[src/rtl/product_accumulator.sv]
// product_accumulator: streaming signed sum of multiplier products with optional 64-bit saturation on output.
module product_accumulator #(
  parameter int PROD_W = 64,
  parameter int ACC_W  = 72,
  parameter int CNT_W  = 8
) (
  input  logic              clk,
  input  logic              rst_n,
  input  logic              prod_valid,
  output logic              prod_ready,
  input  logic [PROD_W-1:0] prod_data,
  input  logic              prod_last,
  input  logic              cfg_sat,
  output logic              out_valid,
  input  logic              out_ready,
  output logic [63:0]       out_data,
  output logic [CNT_W-1:0]  out_count,
  output logic              out_overflow
);
  typedef enum logic {ACCUM, HOLD} state_t;
  state_t state_q, state_d;
  logic [ACC_W-1:0] acc_q, acc_d, sum;
  logic [CNT_W-1:0] cnt_q, cnt_d, cnt_n, ocnt_q, ocnt_d;
  logic [63:0]      data_q, data_d, clamp;
  logic             ovf_q, ovf_d, hs, ovf;
  assign prod_ready   = state_q == ACCUM;
  assign out_valid    = state_q == HOLD;
  assign out_data     = data_q;
  assign out_count    = ocnt_q;
  assign out_overflow = ovf_q;
  assign hs    = prod_valid && prod_ready;
  assign sum   = acc_q + {{(ACC_W-PROD_W){prod_data[PROD_W-1]}}, prod_data};
  assign cnt_n = &cnt_q ? cnt_q : cnt_q + 1'b1;
  // sum fits in signed 64 bits only when bits ACC_W-1..63 are all copies of the sign
  assign ovf   = !(&sum[ACC_W-1:63] || ~|sum[ACC_W-1:63]);
  assign clamp = sum[ACC_W-1] ? 64'h8000_0000_0000_0000 : 64'h7FFF_FFFF_FFFF_FFFF;
  always_comb begin
    state_d = state_q;
    acc_d   = acc_q;
    cnt_d   = cnt_q;
    data_d  = data_q;
    ocnt_d  = ocnt_q;
    ovf_d   = ovf_q;
    if (state_q == ACCUM && hs) begin
      acc_d   = prod_last ? '0 : sum;
      cnt_d   = prod_last ? '0 : cnt_n;
      state_d = prod_last ? HOLD : ACCUM;
      if (prod_last) begin
        data_d = (cfg_sat && ovf) ? clamp : sum[63:0];
        ocnt_d = cnt_n;
        ovf_d  = ovf;
      end
    end else if (state_q == HOLD && out_ready) begin
      state_d = ACCUM;
    end
  end
  always_ff @(posedge clk or negedge rst_n) begin
    if (!rst_n) begin
      state_q <= ACCUM;
      acc_q   <= '0;
      cnt_q   <= '0;
      data_q  <= '0;
      ocnt_q  <= '0;
      ovf_q   <= 1'b0;
    end else begin
      state_q <= state_d;
      acc_q   <= acc_d;
      cnt_q   <= cnt_d;
      data_q  <= data_d;
      ocnt_q  <= ocnt_d;
      ovf_q   <= ovf_d;
    end
  end
endmodule

[config.mk]
export PLATFORM = sky130hd
export DESIGN_NAME = product_accumulator
export DESIGN_NICKNAME = d
export VERILOG_FILES = /design/src/rtl/product_accumulator.sv
export SDC_FILE = /design/constraint.sdc
export NUM_CORES = 1
export LEC_CHECK = 0
export BUFFER_PORTS_ARGS = -buffer_cell sky130_fd_sc_hd__buf_2
export CAP_MARGIN = 5
export CORE_MARGIN = 2
export CORE_UTILIZATION = 60
export CTS_CLUSTER_SIZE = 20
export DETAILED_ROUTE_END_ITERATION = 10
export PLACE_DENSITY_LB_ADDON = 0.2
export SLEW_MARGIN = 20
export SYNTH_ARGS = -nofsm -noshare
export SYNTH_HDL_FRONTEND = slang
export SYNTH_SLANG_ARGS = --single-unit
export TNS_END_PERCENT = 5
[constraint.sdc]
create_clock -name clk -period 5.8 [get_ports clk]
set_clock_uncertainty 0.1 [all_clocks]
set_input_delay 1.16 -clock clk [delete_from_list [all_inputs] [get_ports clk]]
set_output_delay 1.16 -clock clk [all_outputs]
set_load 0.02 [all_outputs]
==> results.sh <==
export IMPL_min_period_ps=4880
export IMPL_nNetsFinal=1400
export IMPL_finalSetupViolCount=0
export IMPL_cp_max_fo=39
export IMPL_drv_slew=0
export IMPL_worst_r2r_setup_slack_ps=1350
export IMPL_fin_crit_sh=0.842
export IMPL_avgSynthCellArea_sq_um=9.24
export IMPL_synth_cell_types=76
export IMPL_ctsLongestPathBuffers=2
export IMPL_dpl_cell_count=1463
export IMPL_grt_use_total=0.313
export IMPL_yosys_warnings=0
export IMPL_remaining_drc_errors=0
export IMPL_cts_setup_buffers=0
export IMPL_synth_area_sq_um=10800
export IMPL_clk_latency_ps=440
export IMPL_hp_class="flip-flop to flip-flop"
export IMPL_outcome="finished, final reports clean"
export IMPL_cap_violations=0
export IMPL_grt_max_degree=83
export IMPL_synth_top_area_frac=0.358
export IMPL_pwr_density_cell_nw_per_um2=584
export IMPL_grt_pass1_vias=9552
export IMPL_final_setup_tns_ps=0
export IMPL_worstPathRequired_ps=6020
export IMPL_antenna_found_initial=0
export IMPL_viasPerCell=6.59
export IMPL_vias=9859
export IMPL_critical_path_class="input port to flip-flop"
export IMPL_dpl_cell_area_sq_um=11400
export IMPL_fillers=1419
export IMPL_final_area_sq_um=12000
export IMPL_synthCells=1164
export IMPL_async_reset_ff_frac=1.00
export IMPL_clkTransAtPathRegs_ps=70
export IMPL_root_buffer="clkbuf_16"
export IMPL_ioPinCount=145
export IMPL_tightest_slew_ps=961
export IMPL_drtIter0Drc=851
export IMPL_postCtsHoldBufs=0
export IMPL_syn_nets=1307
export IMPL_fmax_ghz=0.205
export IMPL_die_area_sq_um=19000
export IMPL_gp_congestion=0.951
export IMPL_overflow=0
export IMPL_synth_most_common_cell="dfrtp_1"
export IMPL_max_vdd_ir_drop_mv=0.351
export IMPL_ys_seq_area_frac=0.358
export IMPL_ant_nets=0
export IMPL_initial_core_util=0.617
export IMPL_critPathCaptureType="flip-flop"
export IMPL_stdcell_count=1495
export IMPL_htreeDepth=4
export IMPL_cts_made_buffers=17
export IMPL_max_slew_margin=0.359
export IMPL_grt_pass1_wl_microns=47400
export IMPL_wl_per_cell_microns=19.3
export IMPL_ys_seq_elements=154
export IMPL_hold_viol=0
export IMPL_start_kind="input port"
export IMPL_arrival_ps=5100
export IMPL_final_layout_size_suffix_gt1_frac=0.203
export IMPL_rsz0062_at_grt="no"
export IMPL_synthTopCellsByArea="dfrtp_1 36%, ha_1 8.4%, a22o_1 5.4%"
export IMPL_die_x_microns=138
export IMPL_synth_common_cells="154 x dfrtp_1, 112 x nand2_1, 107 x a21oi_1"
export IMPL_regArea_sq_um=3850
export IMPL_coreArea_sq_um=17400
export IMPL_p_leak_uw=0.00537
export IMPL_fin_util=0.689
export IMPL_cts_tree="built"
export IMPL_synth_edf_count=0
export IMPL_multiInputGateArea_sq_um=6420
export IMPL_drt_wl_total_microns=28800
export IMPL_rows=48
export IMPL_antenna_cells=0
export IMPL_cts_resized=0
export IMPL_area_growth_pct=11.6
export IMPL_fp_dieH_microns=138
export IMPL_dr_pass1_iters=6
export IMPL_dp_hpwl_microns=21100
export IMPL_yosysTopAreaCell="dfrtp_1"
export IMPL_portBuffers=144
export IMPL_clock_sink_count=154
export IMPL_synth_ff_type="dfrtp_1"
worst max-delay path: stages:
cell      delay (ps)
buf_2            100
ha_1             230
fa_1             420
a21o_1           190
a221o_1          370
a32oi_1          190
nand2_1          170
a32oi_1          350
nor2_1            60
or3_1            350
and2_1           190
and4_1           170
nand4b_4         440
buf_4            450
o221a_2          190
path summary, 6_finish.rpt:
check | startpoint | depth (start not counted) | end
max | prod_data[0] | 15 | out_data[61]
min | out_data[63] | 2 | out_data[63]
max reg2reg | acc_q[0] | 14 | out_data[61]
min reg2reg | out_data[63] | 2 | out_data[63]
max in group asynchronous | rst_n | 2 | acc_q[66]
min in group asynchronous | rst_n | 1 | out_data[21]
layout by cell type, fill, tap and decap left out, types with 4 or more instances in the layout:
cell type and count:
clkbuf_16 17, a32oi_1 4, o21bai_1 11, o21ai_0 77, a21o_1 21, o221a_2 50
a31oi_1 14, nand2b_1 8, and3_1 4, or3_1 5, o31ai_1 9, ha_1 72
a22o_1 66, buf_4 10, a211o_1 5, xnor2_1 39, a21oi_1 107, nand4_1 39
inv_1 17, clkinv_4 4, o221ai_1 7, buf_2 143, a211oi_1 5, nand2_1 111
o221a_1 13, o21a_1 11, o211ai_1 9, xor2_1 29, and2_1 6, nor3_1 17
nor4_1 4, o21ai_1 7, dfrtp_1 154, clkinvlp_4 4, nor2_1 72, nand3_1 30
logic make-up (layout without fill, tap and decap cells):
kind of cell / after synthesis / after routing / synth area share
AO/OA/AOI/OAI: 444 / 444 / 0.301
buffers and inverters: 98 / 204 / 0.0465
multiplexers: 2 / 2 / 0.00186
flip-flops: 154 / 154 / 0.358
XOR/XNOR: 69 / 69 / 0.0569
adder cells (fa/ha/maj): 73 / 73 / 0.0856
AND/OR/NAND/NOR: 324 / 324 / 0.150
state kept, by name, indices dropped and copies added, names as in the netlist:
register and count:
out_overflow 1, cnt_q 8, out_count 8, out_valid 1, acc_q 72, out_data 64
power breakdown:
group	leakage (uW)	switching, uW	total (uW)	internal [uW]
clock	0.000263	480	1090	605
sequential	0.00190	272	1810	1530
combinational	0.00321	2500	4110	1610
layer usage:
metal	GRT usage	routed length, microns
met5	0	0
met4	0.0924	618
met3	0.0738	1890
met2	0.497	13300
met1	0.428	13000
final cells by class:
| type | count | area share |
|---|---|---|
| clock buffers | 20 | 0.0372 |
| clock inverters | 12 | 0.00980 |
| inverters | 17 | 0.00532 |
| multi-input cells | 912 | 0.535 |
| flip-flops and latches | 154 | 0.321 |
| well taps | 225 | 0.0235 |
| repair buffers | 155 | 0.0685 |
through the flow:
stage | setup slack (ps) | hold slack (ps) | total power, uW
6_report | 919 | 388 | 7010
5_1_grt | 717 | 418 | 7520
4_1_cts | 980 | 388 | 6970
3_5_place_dp | 566 | 371 | 5850
3_3_place_gp | 673 | 362 | 5750
2_1_floorplan | 1480 | 354 | 4820
(Power assumes the default switching activity.)
